==> config.mk <==
export PLATFORM = sky130hd
export DESIGN_NAME = key_conditioner
export DESIGN_NICKNAME = d
export VERILOG_FILES = /design/src/rtl/key_pkg.sv /design/src/rtl/synchronizer_2ff.sv /design/src/rtl/key_conditioner.sv
export SDC_FILE = /design/constraint.sdc
export NUM_CORES = 1
export LEC_CHECK = 0
export ABC_AREA = 0
export BUFFER_PORTS_ARGS = -buffer_cell sky130_fd_sc_hd__buf_2
export CORE_MARGIN = 3
export CORE_UTILIZATION = 50
export CTS_CLUSTER_DIAMETER = 80
export DETAILED_ROUTE_END_ITERATION = 8
export GPL_TIMING_DRIVEN = 1
export PLACE_DENSITY = 0.82
export SLEW_MARGIN = 20
export SYNTH_ARGS = -nofsm -noshare
export SYNTH_HDL_FRONTEND = slang
export SYNTH_SLANG_ARGS = --single-unit
export TNS_END_PERCENT = 10
==> constraint.sdc <==
create_clock -name clk -period 1.35 [get_ports clk]
set_input_delay 0.0675 -clock clk [delete_from_list [all_inputs] [get_ports clk]]
set_output_delay 0.0675 -clock clk [all_outputs]
set_load 0.1 [all_outputs]
==> src/rtl/key_pkg.sv <==
// Shared types and constants for the push-button conditioner.
package key_pkg;

    typedef enum logic [1:0] {IDLE, PRESS_WAIT, HELD, RELEASE_WAIT} key_state_t;

    localparam logic KEY_RELEASED = 1'b1;

    function automatic int max3(input int a, input int b, input int c);
        int m;
        m = (a > b) ? a : b;
        return (m > c) ? m : c;
    endfunction

endpackage

==> src/rtl/synchronizer_2ff.sv <==
// Two-flop synchronizer for a single asynchronous bit with a configurable reset level.
module synchronizer_2ff #(
    parameter logic RESET_VAL = 1'b0
) (
    input  logic clk,
    input  logic reset,
    input  logic d_i,
    output logic q_o
);

    logic meta_q;
    logic sync_q;

    always_ff @(posedge clk or negedge reset) begin
        if (!reset) begin
            meta_q <= RESET_VAL;
            sync_q <= RESET_VAL;
        end else begin
            meta_q <= d_i;
            sync_q <= meta_q;
        end
    end

    assign q_o = sync_q;

endmodule

==> src/rtl/key_conditioner.sv <==
// Turns a raw active-low bouncing key into a clean one-cycle pulse plus a debounced level,
// with optional auto-repeat while the key stays held.
module key_conditioner
    import key_pkg::*;
#(
    parameter int DEBOUNCE_CYCLES = 16,
    parameter int REPEAT_EN       = 0,
    parameter int REPEAT_DELAY    = 32,
    parameter int REPEAT_PERIOD   = 8
) (
    input  logic clk,
    input  logic reset,
    input  logic key_raw,
    output logic pulse,
    output logic pressed
);

    localparam int CNT_MAX = max3(DEBOUNCE_CYCLES, REPEAT_DELAY, REPEAT_PERIOD);
    localparam int CNT_W   = $clog2(CNT_MAX + 1);

    localparam logic [CNT_W-1:0] DEB_LIM   = CNT_W'(DEBOUNCE_CYCLES);
    localparam logic [CNT_W-1:0] REP_DELAY = CNT_W'(REPEAT_DELAY);
    localparam logic [CNT_W-1:0] REP_PER   = CNT_W'(REPEAT_PERIOD);

    logic             key_sync;
    key_state_t       state_q;
    logic [CNT_W-1:0] cnt_q;
    logic [CNT_W-1:0] cnt_d;
    logic [CNT_W-1:0] tmr_q;
    logic [CNT_W-1:0] tmr_d;
    logic [CNT_W-1:0] tmr_target;
    logic             rep_phase_q;
    logic             rep_hit;
    logic             pulse_q;
    logic             pressed_q;

    synchronizer_2ff #(
        .RESET_VAL(KEY_RELEASED)
    ) u_sync (
        .clk  (clk),
        .reset(reset),
        .d_i  (key_raw),
        .q_o  (key_sync)
    );

    // Both counters saturate instead of wrapping.
    assign cnt_d = (cnt_q == '1) ? cnt_q : cnt_q + CNT_W'(1);
    assign tmr_d = (tmr_q == '1) ? tmr_q : tmr_q + CNT_W'(1);

    // The timer restarts at every repeat pulse; the first interval is the delay, later ones the period.
    assign tmr_target = rep_phase_q ? REP_PER : REP_DELAY;
    assign rep_hit    = (tmr_d == tmr_target);

    always_ff @(posedge clk or negedge reset) begin
        if (!reset) begin
            state_q     <= IDLE;
            cnt_q       <= '0;
            tmr_q       <= '0;
            rep_phase_q <= 1'b0;
            pulse_q     <= 1'b0;
            pressed_q   <= 1'b0;
        end else begin
            pulse_q <= 1'b0;
            case (state_q)
                IDLE: begin
                    if (key_sync != KEY_RELEASED) begin
                        state_q <= PRESS_WAIT;
                        cnt_q   <= CNT_W'(1);
                    end
                end
                PRESS_WAIT: begin
                    if (key_sync == KEY_RELEASED) begin
                        state_q <= IDLE;
                        cnt_q   <= '0;
                    end else if (cnt_q == DEB_LIM) begin
                        state_q     <= HELD;
                        pulse_q     <= 1'b1;
                        pressed_q   <= 1'b1;
                        tmr_q       <= '0;
                        rep_phase_q <= 1'b0;
                    end else begin
                        cnt_q <= cnt_d;
                    end
                end
                HELD: begin
                    if (key_sync == KEY_RELEASED) begin
                        state_q <= RELEASE_WAIT;
                        cnt_q   <= CNT_W'(1);
                    end else if (REPEAT_EN != 0) begin
                        if (rep_hit) begin
                            tmr_q       <= '0;
                            rep_phase_q <= 1'b1;
                            // Guards against back-to-back pulses when a period of 1 is configured.
                            pulse_q     <= !pulse_q;
                        end else begin
                            tmr_q <= tmr_d;
                        end
                    end
                end
                RELEASE_WAIT: begin
                    if (key_sync != KEY_RELEASED) begin
                        state_q     <= HELD;
                        cnt_q       <= '0;
                        tmr_q       <= '0;
                        rep_phase_q <= 1'b0;
                    end else if (cnt_q == DEB_LIM) begin
                        state_q   <= IDLE;
                        pressed_q <= 1'b0;
                        cnt_q     <= '0;
                    end else begin
                        cnt_q <= cnt_d;
                    end
                end
                default: state_q <= IDLE;
            endcase
        end
    end

    assign pulse   = pulse_q;
    assign pressed = pressed_q;

endmodule
## Word level (Yosys, flattened, before mapping)

Index checks and enable logic that the tools add are counted.
W data, S select, Z words.

- Add/sub/neg operators: 1
- Equal/unequal tests: 14
- Multiplexer cells: 23
- Reduce and logical (&&, ||, !) cells: 5

Operators with widths:

| cell | count |
|---|---|
| $mux W6 | 7 |
| $pmux W6 S4 | 1 |
| $mux W2 | 6 |
| $ne A2 B2 Y1 const B | 4 |
| $pmux W2 S4 | 1 |
| $mux W1 | 7 |
| $add A6 B1 Y6 const B | 1 |
| $eq A6 B5 Y1 const B | 1 |
| $eq A6 B6 Y1 const B | 1 |
| $ne A3 B2 Y1 const B | 2 |
| $reduce_and A5 Y1 | 1 |
| $eq A2 B2 Y1 const B | 2 |
| $ne A2 B1 Y1 const B | 2 |
| $reduce_and A4 Y1 | 1 |
| $ne A3 B3 Y1 const B | 1 |
| $reduce_and A3 Y1 | 1 |
| $eq A2 B1 Y1 const B | 1 |
| $logic_not A2 Y1 | 1 |
| $pmux W1 S2 | 1 |
| $reduce_bool A2 Y1 | 1 |

- Register bits: 12
- Output and inout bits: 2
- Logic and storage cells: 49

## Longest topological paths before layout

Gate-level depths: netlist of the first run.

- Depth in word-level cells: 5
- Gate-level depth with buffers: 6
- Gate-level depth less buffers: 6

## By module

From an unflattened synthesis of the first run, not the netlist that was laid out.

- Cells, all modules: 70
- Area total of the unflattened synthesis: 705.7 um^2

By module, submodules not included:

| module | times used | cells an instance | area an instance (um^2) |
|---|---|---|---|
| key_conditioner | 1 | 68 | 653.1 |
| synchronizer_2ff | 1 | 2 | 52.6 |

## Worst setup path after synthesis of the first run

No wires, ideal clock.

- Kind: reg2reg
- Start point: reg cnt_q[0]
- End point: reg pressed_q (netlist: pressed)
- Arrival time: 1.358 ns
- Setup slack: -0.132 ns
- Stages on the path, launching flop included: 6
- Cells stage by stage: dfrtp_1 > inv_1 > ha_1 > nor3b_4 > nand3_2 > a211o_1

- Cells in the longest elaborated chain, start to end: 3
- Elaborated cells between the ends (all ways): 4
- Those cells by class: eq/ne (3); reduce/logical (1)

RTL lines:

| item | RTL line | text |
|---|---|---|
| start: declaration | key_conditioner.sv:27 | `logic [CNT_W-1:0] cnt_q;` |
| start signal: assignment | key_conditioner.sv:82 | `cnt_q <= cnt_d;` |
| start signal: assignment | key_conditioner.sv:111 | `cnt_q <= cnt_d;` |
| $eq A6 B5 Y1 * | key_conditioner.sv:75, key_conditioner.sv:106 |  |
| $ne A2 B2 Y1 (no source line) | n/a |  |
| $reduce_and A5 Y1 (no source line) * | n/a |  |
| end signal: assignment | key_conditioner.sv:61 | `pressed_q <= 1'b0;` |
| end signal: assignment | key_conditioner.sv:78 | `pressed_q <= 1'b1;` |
| end signal: assignment | key_conditioner.sv:108 | `pressed_q <= 1'b0;` |
| end: declaration | key_conditioner.sv:35 | `logic pressed_q;` |

Every way passes the cells marked *; elsewhere a longest branch is shown, timed or not.
A chain may end at the register's enable or synchronous reset.

## Worst setup path in the final report of the first run

- Start point: reg cnt_q[0]
- End point: reg cnt_q[4]

- Cells in the longest elaborated chain, start to end: 5
- Elaborated cells between the ends (all ways): 11
- Those cells by class: add/sub (1); eq/ne (3); mux (6); reduce/logical (1)

RTL lines:

| item | RTL line | text |
|---|---|---|
| $add A6 B1 Y6 or $eq A6 B6 Y1 (tied branches) | key_conditioner.sv:47 | `assign cnt_d = (cnt_q == '1) ? cnt_q : cnt_q + CNT_W'(1);` |
| $mux W6 | key_conditioner.sv:47 |  |
| $mux W6, on equally long branches | key_conditioner.sv:106, key_conditioner.sv:75 |  |
| $mux W6, on equally long branches | key_conditioner.sv:101, key_conditioner.sv:72 |  |
| $pmux W6 S4 | key_conditioner.sv:64 | `case (state_q)` |

Parallel ways exist; a longest one is shown, timed or not. The select of a mux whose other input is x is not followed.

==> results.sh, run 1 <==
export IMPL_outcome="complete, but fails checks"
export IMPL_violations="setup timing"
export IMPL_ff2ff_path_depth=7
export IMPL_ys_ff_latch=12
export IMPL_drt_wl_total_mm=1.74
export IMPL_clkLatencyLatePin_ns=0.28
export IMPL_fin_nets=102
export IMPL_drt_initial_drc_count=32
export IMPL_crit_type="flop to flop"
export IMPL_final_area_um2=993
export IMPL_io_pins=5
export IMPL_syn_inst=64
export IMPL_rsz0062_at_grt="yes"
export IMPL_drtPass1Iterations=4
export IMPL_grt_pass1_wl_mm=2.72
export IMPL_r2r_end="cnt_q[4]$_DFFE_PN0P_"
export IMPL_final_layout_size_suffix_gt1_share_pct=53.1
export IMPL_row_count=12
export IMPL_leakage_nw=0.460
export IMPL_grt_pass1_vias=597
export IMPL_finalWorstSetupSlack_ns=-0.182
export IMPL_r2r_slack_ns=-0.18
export IMPL_chipWidth_um=42.7
export IMPL_finalHoldViolCount=0
export IMPL_synthToLayoutAreaGrowth_pct=47.3
export IMPL_layout_common_cells="buf_4 (20), dfrtp_1 (10), nand2_1 (5), o21ai_1 (4), buf_2 (4)"
export IMPL_diodes=0
export IMPL_io_buffers=4
export IMPL_dpl_cell_area_um2=837
export IMPL_p_switching_mw=0.219
export IMPL_peakVddDrop_mv=0.699
export IMPL_mostFrequentLayoutCell="buf_4"
export IMPL_relSlewSlack_pct=67.9
export IMPL_max_clock_path_buffers=2
export IMPL_syn_num_nets=69
export IMPL_hpwl_mm=1.05
export IMPL_startpoint_type="flop"
export IMPL_setup_violations_final=10
export IMPL_cts_buffers=3
export IMPL_grt_usage_pct=19.9
export IMPL_yosys_top_cells_area="dfrtp_1 (37%), dfstp_2 (7.8%), a21oi_1 (3.7%)"
export IMPL_drc_errors=0
export IMPL_crit_start="cnt_q[0]$_DFFE_PN0P_"
export IMPL_drv_slew=0
export IMPL_antenna_left=0
export IMPL_period_share_pct=113
export IMPL_p_sw_share_pct=26.0
export IMPL_syn_area_per_cell_um2=10.5
export IMPL_seqPwrFrac_pct=45.6
export IMPL_cellPowerDensity_nw_per_um2=848
export IMPL_gp_congestion=0.815
export IMPL_timing_final_crit_period_ns=1.53
export IMPL_r2r_start="cnt_q[0]$_DFFE_PN0P_"
export IMPL_synth_top_area_cell="dfrtp_1"
export IMPL_initial_core_util_pct=56.9
export IMPL_comb_power_share_pct=19.6
export IMPL_crit_arrival_ns=1.75
export IMPL_die_area_um2=1830
export IMPL_wl_per_cell_um=15.8
export IMPL_clock_skew_ns=0.000815
export IMPL_fill_cells=55
export IMPL_min_path_type="primary input to async pin"
export IMPL_drv_cap=0
export IMPL_fp_dieH_um=42.7
export IMPL_grt_max_degree=13
export IMPL_yosysSeqAreaShare_pct=44.9
export IMPL_tightest_slew_ns=0.484
export IMPL_intPower_mw=0.624
export IMPL_antenna_found_initial=0
export IMPL_clock_fmax_ghz=0.653
export IMPL_root_buffer="clkbuf_4"
export IMPL_cts_sinks=12
export IMPL_synth_distinct_cells=32
export IMPL_routed_via_density=5.65
export IMPL_endpoint_kind="flop"
export IMPL_grt_overflow=0
export IMPL_routed_via_count=621
export IMPL_syn_cell_area_um2=674
export IMPL_cts_tree="built"
export IMPL_cp_max_fo=4
export IMPL_cp_data_required_time_ns=1.57
export IMPL_ys_warn_count=0
export IMPL_pwr_share_clk_pct=34.8
export IMPL_h_tree_depth=1
export IMPL_crit_end="cnt_q[4]$_DFFE_PN0P_"
export IMPL_clk_pin_slew_ns=0.08
export IMPL_synth_top_area_share_pct=37.1
export IMPL_core_area_um2=1190
export IMPL_utilization_pct=83.8
[worst min path at each step]
stage          startpoint                     end  slack, ns  cells past startpoint
6_report            reset         pulse$_DFF_PN0_       0.19                      2
5_1_grt             reset         pulse$_DFF_PN0_       0.21                      2
4_1_cts             reset  state_q[0]$_DFFE_PN0P_       0.20                      2
3_5_place_dp        reset         pulse$_DFF_PN0_      -0.04                      1
3_3_place_gp        reset         pulse$_DFF_PN0_      -0.05                      1
2_1_floorplan       reset               async pin      -0.23                      0
[final cells by class]
| cell class | count | area, µm² | share of cell area [%] |
|---|---|---|---|
| clock buffers | 4 | 36.3 | 3.65 |
| multi-input cells | 47 | 405 | 40.8 |
| repair buffers | 28 | 213 | 21.4 |
| well taps | 14 | 17.5 | 1.76 |
| flip-flops and latches | 12 | 303 | 30.5 |
| inverters | 5 | 18.8 | 1.89 |
[synth_stat cells]
cell and instances:
dfrtp_1 10, nand2_1 6, a21oi_1 5, inv_1 5
o21ai_0 3, o21ai_1 3, and2_1 2, and3_2 2
dfstp_2 2, ha_1 2, nor2_1 2, o31ai_1 2
a211o_1 1, a211oi_4 1, a21boi_0 1, a22oi_1 1
a31oi_1 1, a32oi_2 1, a41oi_1 1, and2b_4 1
and4_1 1, mux2i_1 1, nand3_1 1, nand3_2 1
nand3b_1 1, nand4_1 1, nor3_2 1, nor3b_1 1
nor3b_4 1, o31a_1 1, or2_1 1, xor2_2 1
[per-layer routing]
metal  share of wire (%)  GRT usage [%]  vias up
met5                   0              0        -
met4                 2.5           7.45        0
met3                 6.1           3.81        7
met2                  45           29.6       23
met1                  46           28.3      294
li1                    -              -      297
[sequential cells by signal, indices dropped and copies added, names as in the netlist, named ones only]
register	cells
cnt_q	6
pressed	1
pulse	1
state_q	1
u_sync.meta_q	1
u_sync.q_o	1
[critical path: stages (launching register included)]
cell and delay, ns:
dfrtp_1 0.41, inv_2 0.09, ha_4 0.12, nor3b_4 0.28, buf_4 0.18, a32oi_2 0.09
buf_4 0.18, a21oi_2 0.12
[power groups by stage]
stage / registers [mW] / logic [mW] / clock network [mW]
finish: 0.384 / 0.166 / 0.293
global route: 0.386 / 0.182 / 0.312
CTS: 0.385 / 0.150 / 0.294
detailed placement: 0.391 / 0.118 / 0
global placement: 0.390 / 0.114 / 0
floorplan: 0.395 / 0.0624 / 0
[logic make-up (layout without fill, tap and decap cells)]
kind of cell,after synthesis,count (layout),synth area share [%]
and+or+nand+nor,22,22,21.9
AOI/OAI and AO/OA,21,21,22.8
DFF,12,12,44.9
buffers and inverters,5,37,2.78
adders and majority gates,2,2,3.71
xor gates and xnor gates,1,1,2.41
muxes,1,1,1.48
[per-stage QoR]
stage	setup slack, ns	setup TNS [ns]	std cells	total power [mW]	hold slack [ns]
2_1_floorplan	-0.0907	-0.368	64	0.458	-0.228
3_3_place_gp	-0.168	-0.754	97	0.505	-0.0453
3_5_place_dp	-0.227	-1.18	97	0.510	-0.0428
4_1_cts	-0.172	-1.22	109	0.830	0.195
5_1_grt	-0.328	-2.53	110	0.880	0.213
6_report	-0.182	-1.30	110	0.843	0.191
[what timing repair did]
action / 4_1_cts / 5_1_grt
hold endpoints to repair: 13 / 0
endpoints found under the setup margin: 9 / 10
hold buffers: 2 / 0
resized for setup: 4 / 9
buffers inserted: 6 / 1
gates cloned: 0 / 0
pin swaps: 2 / 6
Note: power is estimated with default switching activity, not from simulation.
==> run 2: changes to the inputs <==
--- a/config.mk
+++ b/config.mk
@@ -8,11 +8,11 @@
 export ABC_AREA = 0
 export BUFFER_PORTS_ARGS = -buffer_cell sky130_fd_sc_hd__buf_2
 export CORE_MARGIN = 3
-export CORE_UTILIZATION = 50
+export CORE_UTILIZATION = 40
 export CTS_CLUSTER_DIAMETER = 80
 export DETAILED_ROUTE_END_ITERATION = 8
 export GPL_TIMING_DRIVEN = 1
-export PLACE_DENSITY = 0.82
+export PLACE_DENSITY = 0.7
 export SLEW_MARGIN = 20
 export SYNTH_ARGS = -nofsm -noshare
 export SYNTH_HDL_FRONTEND = slang
==> run 2 against run 1 <==
Compared with the run above: the flow still finishes with violations (setup timing); design area down 1.8%; largest cell class unchanged; clock power about the same; global-route usage is 3.3 points lower; register-to-register slack about the same.
==> results.sh, run 2 (synthesis gave the netlist of run 1 again) <==
export IMPL_outcome="complete, but fails checks"
export IMPL_violations="setup timing"
export IMPL_io_buffers=4
export IMPL_min_path_type="primary input to async pin"
export IMPL_drt_wl_total_mm=1.49
export IMPL_period_share_pct=114
export IMPL_synthToLayoutAreaGrowth_pct=44.7
export IMPL_cpMaxStageDelayCell="dfrtp_1"
export IMPL_grt_usage_pct=16.6
export IMPL_row_count=14
export IMPL_die_area_um2=2210
export IMPL_drc_errors=0
export IMPL_instances_no_fill=108
export IMPL_grt_pass1_vias=573
export IMPL_fp_dieH_um=47.1
export IMPL_wl_per_cell_um=13.8
export IMPL_max_clock_path_buffers=2
export IMPL_final_layout_size_suffix_gt1_share_pct=53.3
export IMPL_antenna_found_initial=0
export IMPL_dpl_cell_area_um2=825
export IMPL_io_pins=5
export IMPL_cts_sinks=12
export IMPL_crit_type="flop to flop"
export IMPL_rsz0062_at_grt="yes"
export IMPL_layout_common_cells="buf_4 (16), dfrtp_1 (10), nand2_1 (6)"
export IMPL_drt_initial_drc_count=11
export IMPL_hpwl_mm=1.11
export IMPL_drtPass1Iterations=4
export IMPL_dp_cells=97
export IMPL_antenna_left=0
export IMPL_cp_data_required_time_ns=1.56
export IMPL_cp_max_fo=4
export IMPL_drv_slew=0
export IMPL_grt_overflow=0
export IMPL_crit_arrival_ns=1.74
export IMPL_fin_nets=98
export IMPL_h_tree_depth=1
export IMPL_cp_num_buf_inv=3
export IMPL_cts_buffers=3
export IMPL_routed_via_count=577
export IMPL_r2r_end="cnt_q[5]$_DFFE_PN0P_"
export IMPL_r2r_slack_ns=-0.18
export IMPL_utilization_pct=63.3
export IMPL_finalWorstSetupSlack_ns=-0.184
export IMPL_cts_tree="built"
export IMPL_diodes=0
export IMPL_path_cells="inv_2 -> ha_4 -> nor3b_4 -> buf_6 -> a32oi_2 -> buf_4 -> a21oi_2"
export IMPL_root_buffer="clkbuf_4"
export IMPL_clock_fmax_ghz=0.652
export IMPL_ff2ff_path_depth=7
export IMPL_mostFrequentLayoutCell="buf_4"
export IMPL_routed_via_density=5.34
export IMPL_relSlewSlack_pct=68.0
export IMPL_endpoint_kind="flop"
export IMPL_drv_cap=0
export IMPL_finalHoldViolCount=0
export IMPL_startpoint_type="flop"
export IMPL_r2r_start="cnt_q[0]$_DFFE_PN0P_"
export IMPL_grt_pass1_wl_mm=2.53
export IMPL_setup_violations_final=10
export IMPL_grt_max_degree=13
export IMPL_critical_path_top_delay_family="flip-flops"
export IMPL_leakage_nw=0.439
export IMPL_clkLatencyLatePin_ns=0.27
export IMPL_clk_pin_slew_ns=0.08
export IMPL_regMostFlops="cnt_q"
export IMPL_clock_skew_ns=0.00119
export IMPL_crit_start="cnt_q[0]$_DFFE_PN0P_"
export IMPL_largest_reg_flops=6
export IMPL_cellPowerDensity_nw_per_um2=852
export IMPL_initial_core_util_pct=43.8
export IMPL_timing_final_crit_period_ns=1.53
export IMPL_peakVddDrop_mv=0.615
export IMPL_core_area_um2=1540
export IMPL_final_area_um2=976
export IMPL_max_stage_delay_ns=0.42
export IMPL_chipWidth_um=47.1
export IMPL_tightest_slew_ns=0.484
export IMPL_gp_congestion=0.799
run 2: power by group:
part           switching (mW)  internal (mW)
clock                   0.127          0.164
sequential             0.0122          0.374
combinational          0.0739         0.0810
run 2: how the worst max path moves through the flow:
stage,cells past startpoint,end
6_report,7,cnt_q[5]$_DFFE_PN0P_
4_1_cts,7,cnt_q[2]$_DFFE_PN0P_
2_1_floorplan,5,pressed$_DFFE_PN0P_
5_1_grt,7,cnt_q[4]$_DFFE_PN0P_
3_3_place_gp,6,pressed$_DFFE_PN0P_
3_5_place_dp,6,pressed$_DFFE_PN0P_
run 2: cell type report:
| class | count | area [µm²] |
|---|---|---|
| repair buffers | 24 | 183 |
| fillers | 141 | 566 |
| well taps | 16 | 20.0 |
| flip-flops and latches | 12 | 303 |
| inverters | 5 | 18.8 |
| multi-input cells | 47 | 415 |
| clock buffers | 4 | 36.3 |
run 2: routing by layer:
| metal | GRT usage, % | wire, µm | part of all wire [%] |
|---|---|---|---|
| met5 | 0 | 0 | 0 |
| met4 | 6.63 | 10 | 0.67 |
| met3 | 4.60 | 31 | 2.1 |
| met2 | 28.2 | 789 | 53 |
| met1 | 19.6 | 653 | 44 |
run 2: what timing repair did:
item,4_1_cts,5_1_grt
hold buffers,2,0
pin swaps,2,1
setup buffers,4,1
hold endpoints to repair,13,0
resized for setup,9,5
setup endpoints to repair,9,10
run 2: worst reg2reg max path, delay by kind of cell (launching register included):
| family | cells | cell delay, ns |
|---|---|---|
| flops | 1 | 0.42 |
| buf+inv | 3 | 0.42 |
| simple gates | 1 | 0.29 |
| compound gates | 2 | 0.22 |
| fa+ha+maj | 1 | 0.12 |
run 2: metrics by stage:
step | hold slack [ns] | TNS (ns) | worst slack (ns) | total power [mW]
finish | 0.192 | -1.20 | -0.184 | 0.832
global route | 0.215 | -2.08 | -0.269 | 0.873
CTS | 0.190 | -1.25 | -0.187 | 0.836
detailed placement | -0.0401 | -1.27 | -0.230 | 0.507
global placement | -0.0442 | -0.821 | -0.170 | 0.499
floorplan | -0.228 | -0.368 | -0.0907 | 0.458
==> run 3: changes to the inputs <==
==> constraint.sdc (replaced) <==
create_clock -name clk -period 1.3 [get_ports clk]
set_input_delay 0.065 -clock clk [delete_from_list [all_inputs] [get_ports clk]]
set_output_delay 0.065 -clock clk [all_outputs]
set_load 0.1 [all_outputs]
==> run 3 against run 2 <==
Compared with the run above: the run still ends with setup timing left; register-to-register slack lost 0.09 ns; flip-flop and latch count is the same; cell count shrank 3.7%; combinational power shrank 15%; critical path type unchanged; critical endpoint is now pressed$_DFFE_PN0P_.
==> results.sh, run 3 (synthesis gave the netlist of run 1 again) <==
export IMPL_initial_core_util_pct=43.8
export IMPL_drv_slew=0
export IMPL_routed_via_density=5.50
export IMPL_antenna_left=0
export IMPL_max_clock_path_buffers=2
export IMPL_cp_data_required_time_ns=1.48
export IMPL_tightest_slew_ns=0.485
export IMPL_instances_no_fill=104
export IMPL_met2_usage_pct=23.8
export IMPL_min_path_type="primary input to async pin"
export IMPL_routed_via_count=572
export IMPL_leakage_nw=0.419
export IMPL_startpoint_type="flop"
export IMPL_seqPwrFrac_pct=47.6
export IMPL_diodes=0
export IMPL_rsz0062_at_grt="yes"
export IMPL_final_layout_size_suffix_gt1_share_pct=43.2
export IMPL_drt_wl_total_mm=1.37
export IMPL_groute_layer_met1_usage_pct=19.7
export IMPL_crit_arrival_ns=1.75
export IMPL_grt_usage_pct=15.3
export IMPL_largest_reg_flops=6
export IMPL_setup_violations_final=9
export IMPL_drt_initial_drc_count=8
export IMPL_cts_buffers=3
export IMPL_p_switching_mw=0.218
export IMPL_root_buffer="clkbuf_4"
export IMPL_hpwl_mm=1.01
export IMPL_finalWorstSetupSlack_ns=-0.269
export IMPL_chipWidth_um=47.1
export IMPL_antenna_found_initial=0
export IMPL_p_sw_share_pct=25.9
export IMPL_clock_fmax_ghz=0.637
export IMPL_final_area_um2=907
export IMPL_dpl_cell_area_um2=817
export IMPL_outcome="complete, but fails checks"
export IMPL_fin_nets=94
export IMPL_relSlewSlack_pct=67.9
export IMPL_fill_cells=138
export IMPL_cts_sinks=12
export IMPL_grt_pass1_wl_mm=2.36
export IMPL_drc_errors=0
export IMPL_busiest_layer="met2"
export IMPL_dp_cells=96
export IMPL_clock_skew_ns=0.00337
export IMPL_gp_congestion=0.828
export IMPL_intPower_mw=0.623
export IMPL_grt_max_degree=13
export IMPL_met3_usage_pct=6.90
export IMPL_cp_max_fo=4
export IMPL_io_buffers=4
export IMPL_core_area_um2=1540
export IMPL_grt_overflow=0
export IMPL_cellPowerDensity_nw_per_um2=927
export IMPL_place_ws_ns=-0.291
export IMPL_crit_type="flop to flop"
export IMPL_row_count=14
export IMPL_setup_tns_ns=-1.85
export IMPL_mostFrequentLayoutCell="buf_4"
export IMPL_finalHoldViolCount=0
export IMPL_peakVddDrop_mv=0.572
export IMPL_io_pins=5
export IMPL_endpoint_kind="flop"
export IMPL_pwr_share_clk_pct=36.7
export IMPL_drtPass1Iterations=4
export IMPL_regMostFlops="cnt_q"
export IMPL_synthToLayoutAreaGrowth_pct=34.5
export IMPL_period_share_pct=121
export IMPL_clk_pin_slew_ns=0.08
export IMPL_grt_pass1_vias=535
export IMPL_clkLatencyLatePin_ns=0.29
export IMPL_wl_per_cell_um=13.1
export IMPL_totalPowerFinal_mw=0.841
export IMPL_fp_dieH_um=47.1
export IMPL_cts_tree="built"
export IMPL_violations="setup timing"
export IMPL_timing_final_crit_period_ns=1.57
export IMPL_h_tree_depth=1
export IMPL_drv_cap=0
export IMPL_layout_common_cells="buf_4 (14), dfrtp_1 (10), nand2_1 (6)"
export IMPL_die_area_um2=2210
export IMPL_comb_power_share_pct=15.7
run 3: metrics by stage:
step | hold slack, ns | utilization [%]
6_report | 0.183 | 58.8
3_3_place_gp | -0.0427 | 53.0
2_1_floorplan | -0.231 | -
4_1_cts | 0.187 | 57.1
5_1_grt | 0.209 | 58.8
3_5_place_dp | -0.0398 | 53.0
run 3: final timing paths:
check | cells past startpoint | to | startpoint | slack (ns)
min in group clk | 0 | u_sync.q_o$_DFF_PN1_ | u_sync.meta_q$_DFF_PN1_ | 0.35
max in group asynchronous | 2 | u_sync.meta_q$_DFF_PN1_ | reset | 0.84
setup reg to reg | 6 | pressed$_DFFE_PN0P_ | cnt_q[0]$_DFFE_PN0P_ | -0.27
setup / recovery | 6 | pressed$_DFFE_PN0P_ | cnt_q[0]$_DFFE_PN0P_ | -0.27
hold reg to reg | 0 | u_sync.q_o$_DFF_PN1_ | u_sync.meta_q$_DFF_PN1_ | 0.35
hold / removal | 2 | pulse$_DFF_PN0_ | reset | 0.18
run 3: critical path, stage by stage, from the launching register on:
cell	delay (ns)
dfrtp_1	0.42
inv_2	0.09
ha_4	0.11
nor3b_4	0.29
buf_4	0.18
nand3_4	0.08
a211o_1	0.29
run 3: what timing repair did:
action / CTS / global route
resized for setup: 2 / 2
hold buffers: 2 / 0
setup buffers: 0 / 2
endpoints found under the hold margin: 13 / 0
setup endpoints to repair: 9 / 9
pin swaps: 5 / 3
run 3: power by group through the flow:
stage	Combinational (mW)	Sequential, mW	Clock, mW
floorplan	0.0648	0.410	0
global placement	0.112	0.407	0
finish	0.132	0.400	0.309
CTS	0.122	0.400	0.317
detailed placement	0.114	0.408	0
global route	0.145	0.402	0.335
run 3: layout make-up:
cell class,count,area [µm²],share of cell area (%)
tap,16,20.0,2.21
multi-input combinational,47,384,42.3
clock buffer,4,36.3,4.00
timing repair buffer,20,145,16.0
inverter,5,18.8,2.07
sequential,12,303,33.4
run 3: per-layer routing:
| metal | routed length (µm) | part of all wire, % |
|---|---|---|
| met5 | 0 | 0 |
| met4 | 17 | 1.2 |
| met3 | 64 | 4.7 |
| met2 | 667 | 49 |
| met1 | 618 | 45 |
